[config.mk]
export PLATFORM = sky130hd
export DESIGN_NAME = sram_rw_arb
export DESIGN_NICKNAME = d
export VERILOG_FILES = /design/src/rtl/sram_rw_arb.sv
export SDC_FILE = /design/constraint.sdc
export NUM_CORES = 1
export LEC_CHECK = 0
export CAP_MARGIN = 20
export CORE_AREA = 5 5 416 418
export CTS_CLUSTER_SIZE = 25
export DETAILED_ROUTE_END_ITERATION = 10
export DIE_AREA = 0 0 421 423
export PLACE_DENSITY_LB_ADDON = 0.15
export SYNTH_ARGS = -nofsm -noshare
export SYNTH_HDL_FRONTEND = slang
export SYNTH_SLANG_ARGS = --single-unit
[constraint.sdc]
create_clock -name clock -period 14.2 [get_ports clock]
set_clock_uncertainty 0.2 [all_clocks]
set_input_delay 2.84 -clock clock [delete_from_list [all_inputs] [get_ports clock]]
set_output_delay 2.84 -clock clock [all_outputs]
set_load 0.005 [all_outputs]
[src/rtl/sram_rw_arb.sv]
// -----------------------------------------------------------------------------
// sram_rw_arb
// Arbitrates a write request stream and a read request stream onto a single-port
// SRAM array. Writes win by default; a read response is held in a one-entry
// output register until the consumer accepts it.
//
// Optional feature (compile-time macro SRAM_RW_ARB_STARVE_GUARD_EN):
//   a 2-bit starvation counter forces one read through after three cycles in
//   which an eligible read lost to a write.
// -----------------------------------------------------------------------------
module sram_rw_arb #(
    parameter int ADDR_W = 2,
    parameter int DATA_W = 261,
    parameter int DEPTH  = 4
) (
    input  logic              clock,
    input  logic              reset_n,
    // write request
    input  logic              w_valid,
    output logic              w_ready,
    input  logic [ADDR_W-1:0] w_addr,
    input  logic [DATA_W-1:0] w_data,
    input  logic              w_mask,
    // read request
    input  logic              r_valid,
    output logic              r_ready,
    input  logic [ADDR_W-1:0] r_addr,
    // read response
    output logic              resp_valid,
    input  logic              resp_ready,
    output logic [DATA_W-1:0] resp_data,
    // single-port array
    output logic              sram_en,
    output logic              sram_wmode,
    output logic [ADDR_W-1:0] sram_addr,
    output logic              sram_wmask,
    output logic [DATA_W-1:0] sram_wdata,
    input  logic [DATA_W-1:0] sram_rdata
);

    // Addresses are forwarded untouched, so entries beyond DEPTH are the array's
    // concern; only reject a configuration whose DEPTH cannot even be addressed.
    if (DEPTH > (1 << ADDR_W)) begin : g_depth_check
        $error("sram_rw_arb: DEPTH does not fit in ADDR_W address bits");
    end

    logic              rd_inflight_q, rd_inflight_d;
    logic              resp_valid_q, resp_valid_d;
    logic [DATA_W-1:0] resp_data_q;
    logic              read_eligible;
    logic              force_read;
    logic              w_fire;
    logic              r_fire;

    // A read may issue only when the response register will be free by the
    // time its data arrives: nothing in flight and no unaccepted response.
    always_comb begin
        read_eligible = !rd_inflight_q && (!resp_valid_q || resp_ready);
    end

`ifdef SRAM_RW_ARB_STARVE_GUARD_EN
    logic [1:0] starve_cnt_q, starve_cnt_d;

    // Saturated counter: the read takes the slot away from writes.
    always_comb begin
        force_read = (starve_cnt_q == 2'd3) && read_eligible;
    end

    // Count cycles where an eligible read lost to a write; a read fire clears it.
    always_comb begin
        starve_cnt_d = starve_cnt_q;
        if (r_fire) begin
            starve_cnt_d = 2'd0;
        end else if (r_valid && read_eligible && w_valid && (starve_cnt_q != 2'd3)) begin
            starve_cnt_d = starve_cnt_q + 2'd1;
        end
    end

    // Starvation counter register.
    always_ff @(posedge clock or negedge reset_n) begin
        if (!reset_n) begin
            starve_cnt_q <= 2'd0;
        end else begin
            starve_cnt_q <= starve_cnt_d;
        end
    end
`else
    // Strict write priority: reads never pre-empt writes.
    always_comb begin
        force_read = 1'b0;
    end
`endif

    // Handshake readies. reset_n gates them directly so that nothing is
    // accepted while reset is held, and requests are taken on the very
    // first edge after release.
    always_comb begin
        w_ready = reset_n && !force_read;
        r_ready = reset_n && read_eligible && (force_read || !w_valid);
        w_fire  = w_valid && w_ready;
        r_fire  = r_valid && r_ready;
    end

    // Array command: the two fires are mutually exclusive by construction.
    always_comb begin
        sram_en    = w_fire || r_fire;
        sram_wmode = w_fire;
        sram_addr  = w_fire ? w_addr : r_addr;
        sram_wmask = w_fire && w_mask;
        sram_wdata = w_data;
    end

    // Response tracking: a capture always sets valid (it can coincide with the
    // accept of the previous response); otherwise an accept clears it.
    always_comb begin
        rd_inflight_d = r_fire;
        resp_valid_d  = resp_valid_q;
        if (rd_inflight_q) begin
            resp_valid_d = 1'b1;
        end else if (resp_ready) begin
            resp_valid_d = 1'b0;
        end
    end

    // Control state; a reset drops any read in flight so it never responds.
    always_ff @(posedge clock or negedge reset_n) begin
        if (!reset_n) begin
            rd_inflight_q <= 1'b0;
            resp_valid_q  <= 1'b0;
        end else begin
            rd_inflight_q <= rd_inflight_d;
            resp_valid_q  <= resp_valid_d;
        end
    end

    // Capture array read data the cycle after the read enable.
    // NOTE: the data register has no reset; resp_valid qualifies it, and
    // leaving wide datapath flops unreset keeps the reset tree small.
    always_ff @(posedge clock) begin
        if (rd_inflight_q) begin
            resp_data_q <= sram_rdata;
        end
    end

    // Output assignments.
    always_comb begin
        resp_valid = resp_valid_q;
        resp_data  = resp_data_q;
    end

endmodule

# Yosys cells after proc, flatten, opt, wreduce, memory -nomap -nowiden
# Cells that the tools add are included.
# totals
register_bits,263
latchBits,0
ram_bits,0
mem_bits_ro,0
inputBits,532
memories,0
# op_classes
addsub,0
multipliers,0
n_div,0
n_lt_le_gt_ge,0
n_eq_ne,0
shift,0
mux,3
bitwise,0
reduce_logical,12
# ops
op,count
$logic_and 1x1->1,6
$logic_not 1->1,3
$logic_or 1x1->1,2
$mux 1,2
$mux 2,1
$reduce_bool 2->1,1

# Logic depth before layout (Yosys ltp)
# Gate-level depths: netlist of the first run.
# depth
depth_word,7
mapped_depth,2
depth_no_buf,2

# Worst setup path before layout of the first run
# Ideal clock, no wire load.
# synth_path
path_kind,flip-flop to output port
startpoint,register rd_inflight_q
endpoint,output sram_en
arrival_time_ps,6240
required_ps,11160
path_slack_ps,4920
stages_incl_launch_ff,2
path_buffers,0
cell_sequence,dfrtp_1 > o31ai_1
# synth_via
elab_chain_cells,6
# synth_rtl
item,line_no,text
start: declaration,47,"logic rd_inflight_q, rd_inflight_d;"
start signal: assignment,131,rd_inflight_q <= rd_inflight_d;
$logic_not 1->1,58,read_eligible = !rd_inflight_q && (!resp_valid_q || resp_ready);
$logic_and 1x1->1,58,
$logic_and 1x1->1 (2 in series),99,r_ready = reset_n && read_eligible && (force_read || !w_valid);
$logic_and 1x1->1,101,r_fire = r_valid && r_ready;
$logic_or 1x1->1,106,sram_en = w_fire || r_fire;
end: declaration,33,"output logic sram_en,"
# No other way between the ends.

# Worst setup path after layout of the first run
# layout_path
startpoint,input reset_n
endpoint,output sram_en
# layout_via
elab_chain_cells,4
word_cells_on_any_way,5
classes_between,5 x reduce/logical
# layout_rtl
item,line_no,text
start: declaration,17,"input logic reset_n,"
$logic_and 1x1->1 (2 in series),99,
$logic_and 1x1->1,101,
$logic_or 1x1->1 (*),106,
# Every way passes the cells marked *; elsewhere a longest branch is shown, timed or not.

==> summary.txt, run 1 <==
STA
  – Total of endpoints with negative setup slack in the final report: 0
  – Sum of negative setup slack: 0 ns
  – Remaining max-slew budget at the tightest pin: approximately a third
  – Min cycle time layout: ~7.6 ns
  – RSZ-0062 raised after global routing: false
  – Worst Tran Pin Value: about 1.0 ns
  – Final slew viol count: 0
  – Peak Freq: around 0.13 GHz
  – Final period utilization: a little over half
  – Fin. Hold Viols: 0

Hold path
  – Hold WC Path Type: reg -> reg
  – Hold Path Origin: resp_valid$_DFFE_PN0P_
  – Hold-critical path endpoint: rd_inflight_q$_DFF_PN0_
  – Number of cells on the worst hold path: 2

Power and ir drop
  – Power share of the clock group: 48.1%
  – Peak ir drop on the vdd network: ~73 uV
  – Fraction of power consumed by sequential logic: between 40 and 50%
  – Portion of total power attributed to combinational logic: 7.5%
  – Power dissipated by switching net loads: between 0.0004 and 0.0005 W
  – Switching power share of the total: a little under a quarter
  – Cell internal power dissipation: 0.001546 W
  – Sum of internal, switching and leakage power: roughly 0.0020 W
  – Leakage power total: 5.190 nW
  – Power per standard cell area: 115.2 mW/mm2

Cells and area
  – Area added between synthesis and finish: 75.58%
  – Net total in the final layout: approximately 1.4k
  – Fraction of final layout cells with drive strength greater than 1: 7.071%

Floorplanning
  – Standard cell core area: between 0.15 and 0.2 mm2
  – Number of standard-cell rows in the floorplan: roughly 150
  – Initial standard-cell utilization of the core: under 10%
  – Die area: between 0.15 and 0.2 mm2
  – Boundary Pins: between 1k and 1.5k
  – Die width: roughly 420 um
  – Die Height: roughly 420 um

Logic synthesis
  – Leading cell types by total area after synthesis: sky130_fd_sc_hd__edfxtp_1, sky130_fd_sc_hd__buf_4, sky130_fd_sc_hd__dfrtp_1
  – Top post-synthesis cells by count: sky130_fd_sc_hd__buf_4, sky130_fd_sc_hd__edfxtp_1, sky130_fd_sc_hd__dfrtp_1, sky130_fd_sc_hd__mux2_4
  – Count of flip-flops with a built-in enable after synthesis: around 260
  – Synthesized-area fraction occupied by xor and xnor cells: 0%
  – Syn. warnings: 0
  – Area fraction of the dominant cell type after synthesis: between 70% and 80%
  – Summed instance area of the synthesized netlist: a little under 0.01 mm2
  – Count of cell types in the netlist: 14
  – Count of mapped cells out of synthesis: roughly 540
  – Leading cell type by number of instances after synthesis: sky130_fd_sc_hd__buf_4
  – Main synth FF type: sky130_fd_sc_hd__edfxtp_1
  – Synth async-reset ratio: less than 1%
  – Dominant combinational cell family by area after synthesis: buffers and inverters
  – Simple-gate share of the synthesized area: less than 1%
  – Number of flip-flops and latches in the synthesized netlist: 263
  – Adder-cell area share of the yosys netlist: 0%
  – Cell type with the highest aggregate area in the netlist: sky130_fd_sc_hd__edfxtp_1
  – Part of the Yosys area used for sequential elements: 79.31%
  – Post-synthesis area per instance: approximately 19 um2
  – Multiplexer area fraction after synthesis: less than 1%
  – Post-synthesis compound-gate area fraction: less than 1%
  – Post-Syn Nets: about 1.1k

Status
  – Run status: finished, final reports clean

Drt
  – DR WL/cell: about 20 um
  – Post-route DRC violation count: 0
  – Drt total wl: 63.89 mm
  – Remaining antenna violation count: 0
  – First DRT Iteration DRCs: 214
  – Detailed-route vias per instance: about 1.9
  – Number of detailed-routing iterations run before antenna repair: 4
  – Total number of vias: 5,826

Place
  – Final HPWL from detailed placement: between 50 and 60 mm
  – Routability-driven placement congestion ratio: a little under 0.8
  – Count of input and output buffers: approximately 540

Global route
  – Via count of the first global-routing pass: 6,490
  – Grt ovf: 0
  – Initial antenna violation count: 56
  – First-pass GRT wire length: ~79 mm
  – Overall global routing resource usage: between 6 and 7%
  – Largest net degree at the start of global routing: 65

Worst setup path
  – Arrival time at the worst endpoint: between 4 and 5 ns
  – Required time worst endpoint: about 11 ns
  – Critical Path Start Type: input port
  – Largest driver fanout on the critical path: 7
  – Type of destination of the critical path: primary output
  – Setup slack of the worst register-to-register path: between 10 and 15 ns
  – Worst R2R End: resp_data[22]$_DFFE_PP_
  – Reg-to-reg startpoint: rd_inflight_q$_DFF_PN0_
  – Cell depth of the worst flop-to-flop path: 3
  – Critical setup path kind: in -> out

Clock tree
  – Total of cells resized after clock tree synthesis: 0
  – Post-CTS Hold Buffers: 0
  – Maximum level of the CTS H-tree: 2
  – Bufs on Longest Clock Path: 3
  – Clk Latency, worst-skew pair: around 0.59 ns
  – Clk pin slew, worst setup/hold paths: approximately 0.05 ns
  – Clock Root Buffer: sky130_fd_sc_hd__clkbuf_16
  – Total clock sinks: between 200 and 300
  – CTS Buf Count: between 40 and 50
  – Post-CTS Repair Setup Buffers: 0
  – CTS tree: done

Flow run
  – Number of max-capacitance violations reported: 0
[state kept, by name (all words and copies together) (netlist names)]
| register | flops |
|---|---|
| resp_data | 261 |
| rd_inflight_q | 1 |
| resp_valid | 1 |
[worst max path at each step]
stage | startpoint | to | slack, ns | depth (start not counted)
final | reset_n | sram_en | 6.62 | 4
after global routing | reset_n | sram_en | 6.57 | 4
after CTS | reset_n | sram_en | 6.57 | 4
after detailed placement | reset_n | sram_en | 6.59 | 4
after global placement | reset_n | sram_en | 6.59 | 4
after floorplan | rd_inflight_q$_DFF_PN0_ | sram_en | 4.92 | 1
[area by class of cell]
type	instances	area (um2)
repair buffers	543	5425
fillers	19110	151300
well taps	2218	2775
flip-flops and latches	263	7891
diodes	13	32.53
clock buffers	56	1104
multi-input cells	11	87.58
clock inverters	17	143.9
inverters	1	3.754
[metrics by stage]
step	hold WS, ns	utilization (%)	setup WS, ns	instance area, um2	std cells
floorplan	0.4636	-	4.920	9946	537
global placement	0.5382	9.592	6.593	16180	3036
global route	0.6090	10.33	6.573	17430	3109
CTS	0.5235	10.33	6.569	17430	3109
finish	0.5229	10.35	6.624	17460	3122
detailed placement	0.4918	9.592	6.589	16180	3036
[worst max-delay path, stage by stage]
cell	delay, ns
sky130_fd_sc_hd__clkdlybuf4s50_1	0.62
sky130_fd_sc_hd__nand2_1	0.09
sky130_fd_sc_hd__o31ai_1	0.38
sky130_fd_sc_hd__clkdlybuf4s50_1	0.59
[placed cells by master (no fill, tap or decap), drive strengths merged, types with 2 or more instances in the layout]
cell           count
buf                4
clkbuf            56
clkdlybuf4s50    539
clkinv            12
clkinvlp           2
dfrtp              2
diode             13
edfxtp           261
inv                3
mux2               2
nand2              2
[kinds of logic after synthesis]
family,count (synthesis)
flip-flops,263
buffers and inverters,263
AND/OR/NAND/NOR,8
multiplexers,2
AO/OA/AOI/OAI,1
[power by group through the flow]
stage           logic, W  registers, W  clock network, W
6_report        0.000151      0.000894          0.000967
5_1_grt         0.000160      0.000895           0.00106
4_1_cts         0.000157      0.000894           0.00104
3_5_place_dp    0.000157      0.000910                 0
3_3_place_gp    0.000157      0.000910                 0
2_1_floorplan  0.0000621      0.000920                 0
[per-layer routing]
layer | GRT usage [%] | vias up | share of wire (%)
li1 | - | 2331 | -
met1 | 7.033 | 2869 | 35
met2 | 11.92 | 473 | 50
met3 | 3.785 | 117 | 12
met4 | 2.210 | 36 | 2.5
met5 | 0.1613 | - | 0.34
(Power assumes the default switching activity.)
==> run 2: changes to the inputs <==
clock period = 6.7 ns   (was 14.2 ns; I/O delays follow)
==> run 2 against run 1 <==
Net effect: sequential cell count did not move; sequential power is 110% higher; global-route usage down 0.12 points; core utilization is essentially flat; sequential share of layout area is 0.15 points lower; routed wire length shrank 1.0%; combinational power up 110%; first-iteration DRC count down 13%; via count down 0.60%; hold slack got worse by 0.0069 ns; die area stayed put; clock power up 120%; critical path type unchanged; largest cell class unchanged.
==> summary.txt, run 2 (synthesis results as in run 1) <==
STA
  – Fin. Hold Viols: 0 (unchanged)
  – Worst Tran Pin Value: 0.9387 ns (-0.06898 ns)
  – RSZ-0062 raised after global routing: false
  – Final period utilization: about two thirds
  – Peak Freq: 0.2267 GHz
  – Sum of negative setup slack: 0 ns (unchanged)
  – Final slew viol count: 0 (unchanged)
  – Remaining max-slew budget at the tightest pin: 37.42% (+4.6 points)
  – Min cycle time layout: approximately 4.4 ns
  – Total of endpoints with negative setup slack in the final report: 0 (unchanged)

Clock tree
  – Total clock sinks: 263 (unchanged)
  – Clk Latency, worst-skew pair: 0.57 ns (-0.02 ns)
  – CTS Buf Count: 41 (-2.4%)
  – Clk pin slew, worst setup/hold paths: 0.06 ns (about the same)
  – Bufs on Longest Clock Path: 3 (unchanged)
  – Post-CTS Hold Buffers: 0 (unchanged)
  – Clock Root Buffer: sky130_fd_sc_hd__clkbuf_16
  – Total of cells resized after clock tree synthesis: 0 (unchanged)
  – CTS tree: done
  – Maximum level of the CTS H-tree: 2 (unchanged)
  – Post-CTS Repair Setup Buffers: 0 (unchanged)

Global route
  – Initial antenna violation count: 35 (-38%)
  – Via count of the first global-routing pass: 6,328 (-2.5%)
  – Largest net degree at the start of global routing: 136 (+110%)
  – Overall global routing resource usage: 6.744% (-0.12 points)
  – First-pass GRT wire length: 77.74 mm (-1.6%)
  – Grt ovf: 0 (unchanged)

Worst setup path
  – Arrival time at the worst endpoint: 2.87 ns (-1.67 ns)
  – Required time worst endpoint: 5.16 ns (-6.00 ns)
  – Critical setup path kind: in -> out
  – Cell seen most often among critical-path stages: sky130_fd_sc_hd__clkdlybuf4s50_1
  – Critical path's slowest cell: sky130_fd_sc_hd__clkdlybuf4s50_1
  – Cell class contributing the biggest share of worst-path delay: buffers and inverters
  – Critical Path Start Type: input port
  – Largest driver fanout on the critical path: 7 (unchanged)
  – Cell Chain, Critical Path: clkdlybuf4s50_1, nand2_2, mux2_4, clkdlybuf4s50_1
  – Buffering stage count on the worst path with inverters included: 2 (unchanged)
  – Maximum cell stage delay along the critical path: 0.62 ns (about the same)
  – Type of destination of the critical path: primary output

Drt
  – Post-route DRC violation count: 0 (unchanged)
  – Number of detailed-routing iterations run before antenna repair: 5 (+1)
  – Total number of vias: 5,791 (-0.60%)
  – First DRT Iteration DRCs: 187 (-13%)
  – Detailed-route vias per instance: 1.855 (-0.60%)
  – Remaining antenna violation count: 0 (unchanged)
  – DR WL/cell: 20.26 um (-1.0%)
  – Drt total wl: 63.25 mm (-1.0%)

Cells and area
  – Largest register FFs: 261 (unchanged)
  – Final cell count without fillers: 3,122 (unchanged)
  – Most common cell after layout, fill and taps aside: sky130_fd_sc_hd__clkdlybuf4s50_1
  – Top library cells by usage in the layout, fill and taps aside: sky130_fd_sc_hd__clkdlybuf4s50_1, sky130_fd_sc_hd__edfxtp_1, sky130_fd_sc_hd__clkbuf_16
  – Area added between synthesis and finish: 76.19%
  – # fillers: 19.10k (-0.047%)
  – Net total in the final layout: 1,392 (-0.14%)
  – Fraction of final layout cells with drive strength greater than 1: 7.537% (+0.47 points)

Flow run
  – Number of max-capacitance violations reported: 0 (unchanged)

Power and ir drop
  – Fraction of power consumed by sequential logic: 43.5% (-0.9 points)
  – Portion of total power attributed to combinational logic: 7.4% (about the same)
  – Power dissipated by switching net loads: 0.001011 W (+120%)
  – Leakage power total: 5.226 nW (+0.69%)
  – Peak ir drop on the vdd network: 157.2 uV (+120%)
  – Switching power share of the total: 23.22% (+0.097 points)
  – Cell internal power dissipation: 0.003343 W (+120%)
  – Power share of the clock group: 49.1% (+1.0 points)
  – Power per standard cell area: 248.4 mW/mm2 (+120%)

Floorplanning
  – Initial standard-cell utilization of the core: 5.895% (unchanged)
  – Boundary Pins: 1,062 (unchanged)
  – Die Height: 423 um (unchanged)
  – Die area: 0.1781 mm2 (unchanged)
  – Standard cell core area: 0.1687 mm2 (unchanged)
  – Number of standard-cell rows in the floorplan: 151 (unchanged)
  – Die width: 421 um (unchanged)

Hold path
  – Hold WC Path Type: reg -> reg

Place
  – Final HPWL from detailed placement: 53.49 mm (-1.7%)
  – Routability-driven placement congestion ratio: 0.7501 (-4.4%)
  – Count of input and output buffers: 539 (unchanged)
  – Total placed cells including tap cells: 3,035 (-0.033%)

Status
  – Run status: finished, final reports clean
[run 2: cell count changes in the layout (fill, tap and decap cells not counted)]
cell	delta
sky130_fd_sc_hd__buf_12	+1
sky130_fd_sc_hd__buf_4	-2
sky130_fd_sc_hd__bufinv_16	+2
sky130_fd_sc_hd__clkbuf_1	-9
sky130_fd_sc_hd__clkinv_1	+3
sky130_fd_sc_hd__clkinv_2	+4
sky130_fd_sc_hd__clkinvlp_4	-1
sky130_fd_sc_hd__diode_2	+2
[run 2: worst reg2reg max path, stage by stage (launching register included)]
cell                      delay (ns)
sky130_fd_sc_hd__dfrtp_4        0.78
sky130_fd_sc_hd__buf_4          0.73
sky130_fd_sc_hd__buf_12         0.58
[run 2: power by group through the flow]
stage          clock (W)  combinational [W]  sequential [W]
2_1_floorplan          0           0.000132         0.00194
3_3_place_gp           0           0.000333         0.00193
3_5_place_dp           0           0.000334         0.00193
4_1_cts          0.00228           0.000335         0.00190
5_1_grt          0.00232           0.000340         0.00190
6_report         0.00214           0.000322         0.00189
[run 2: area by class of cell]
type / instances / area [um2] / share of cell area (%)
inverters: 1 / 3.754 / 0.02142
clock buffers: 47 / 1070 / 6.105
clock inverters: 25 / 227.7 / 1.300
multi-input cells: 11 / 87.58 / 0.4998
well taps: 2218 / 2775 / 15.84
flip-flops and latches: 263 / 7891 / 45.03
diodes: 15 / 37.54 / 0.2142
repair buffers: 542 / 5430 / 30.99
[run 2: per-layer routing]
layer	vias to the layer above	share of wire [%]	track usage, %
li1	2334	-	-
met1	2899	35	7.052
met2	414	50	11.59
met3	118	12	3.696
met4	26	2.5	2.089
met5	-	0.31	0.02688
[run 2: worst paths after layout]
check / start / endpoint / slack [ns] / cells after the start
worst max-delay path: reset_n / sram_addr[0] / 2.29 / 4
max in group asynchronous: reset_n / rd_inflight_q$_DFF_PN0_ / 5.26 / 1
worst max register to register: rd_inflight_q$_DFF_PN0_ / resp_data[238]$_DFFE_PP_ / 3.76 / 2
worst min register to register: resp_valid$_DFFE_PN0P_ / rd_inflight_q$_DFF_PN0_ / 0.52 / 2
min in group asynchronous: reset_n / resp_valid$_DFFE_PN0P_ / 0.80 / 1
worst min-delay path: resp_valid$_DFFE_PN0P_ / rd_inflight_q$_DFF_PN0_ / 0.52 / 2
[run 2: metrics by stage]
stage / utilization [%] / total power [W] / worst slack [ns] / hold WS [ns] / cell area [um2]
floorplan: - / 0.002075 / 1.564 / 0.4599 / 9947
global placement: 9.595 / 0.002263 / 2.253 / 0.5191 / 16190
detailed placement: 9.595 / 0.002263 / 2.255 / 0.4988 / 16190
CTS: 10.36 / 0.004516 / 2.248 / 0.5148 / 17490
global route: 10.36 / 0.004555 / 2.186 / 0.5537 / 17490
finish: 10.39 / 0.004353 / 2.288 / 0.5161 / 17520
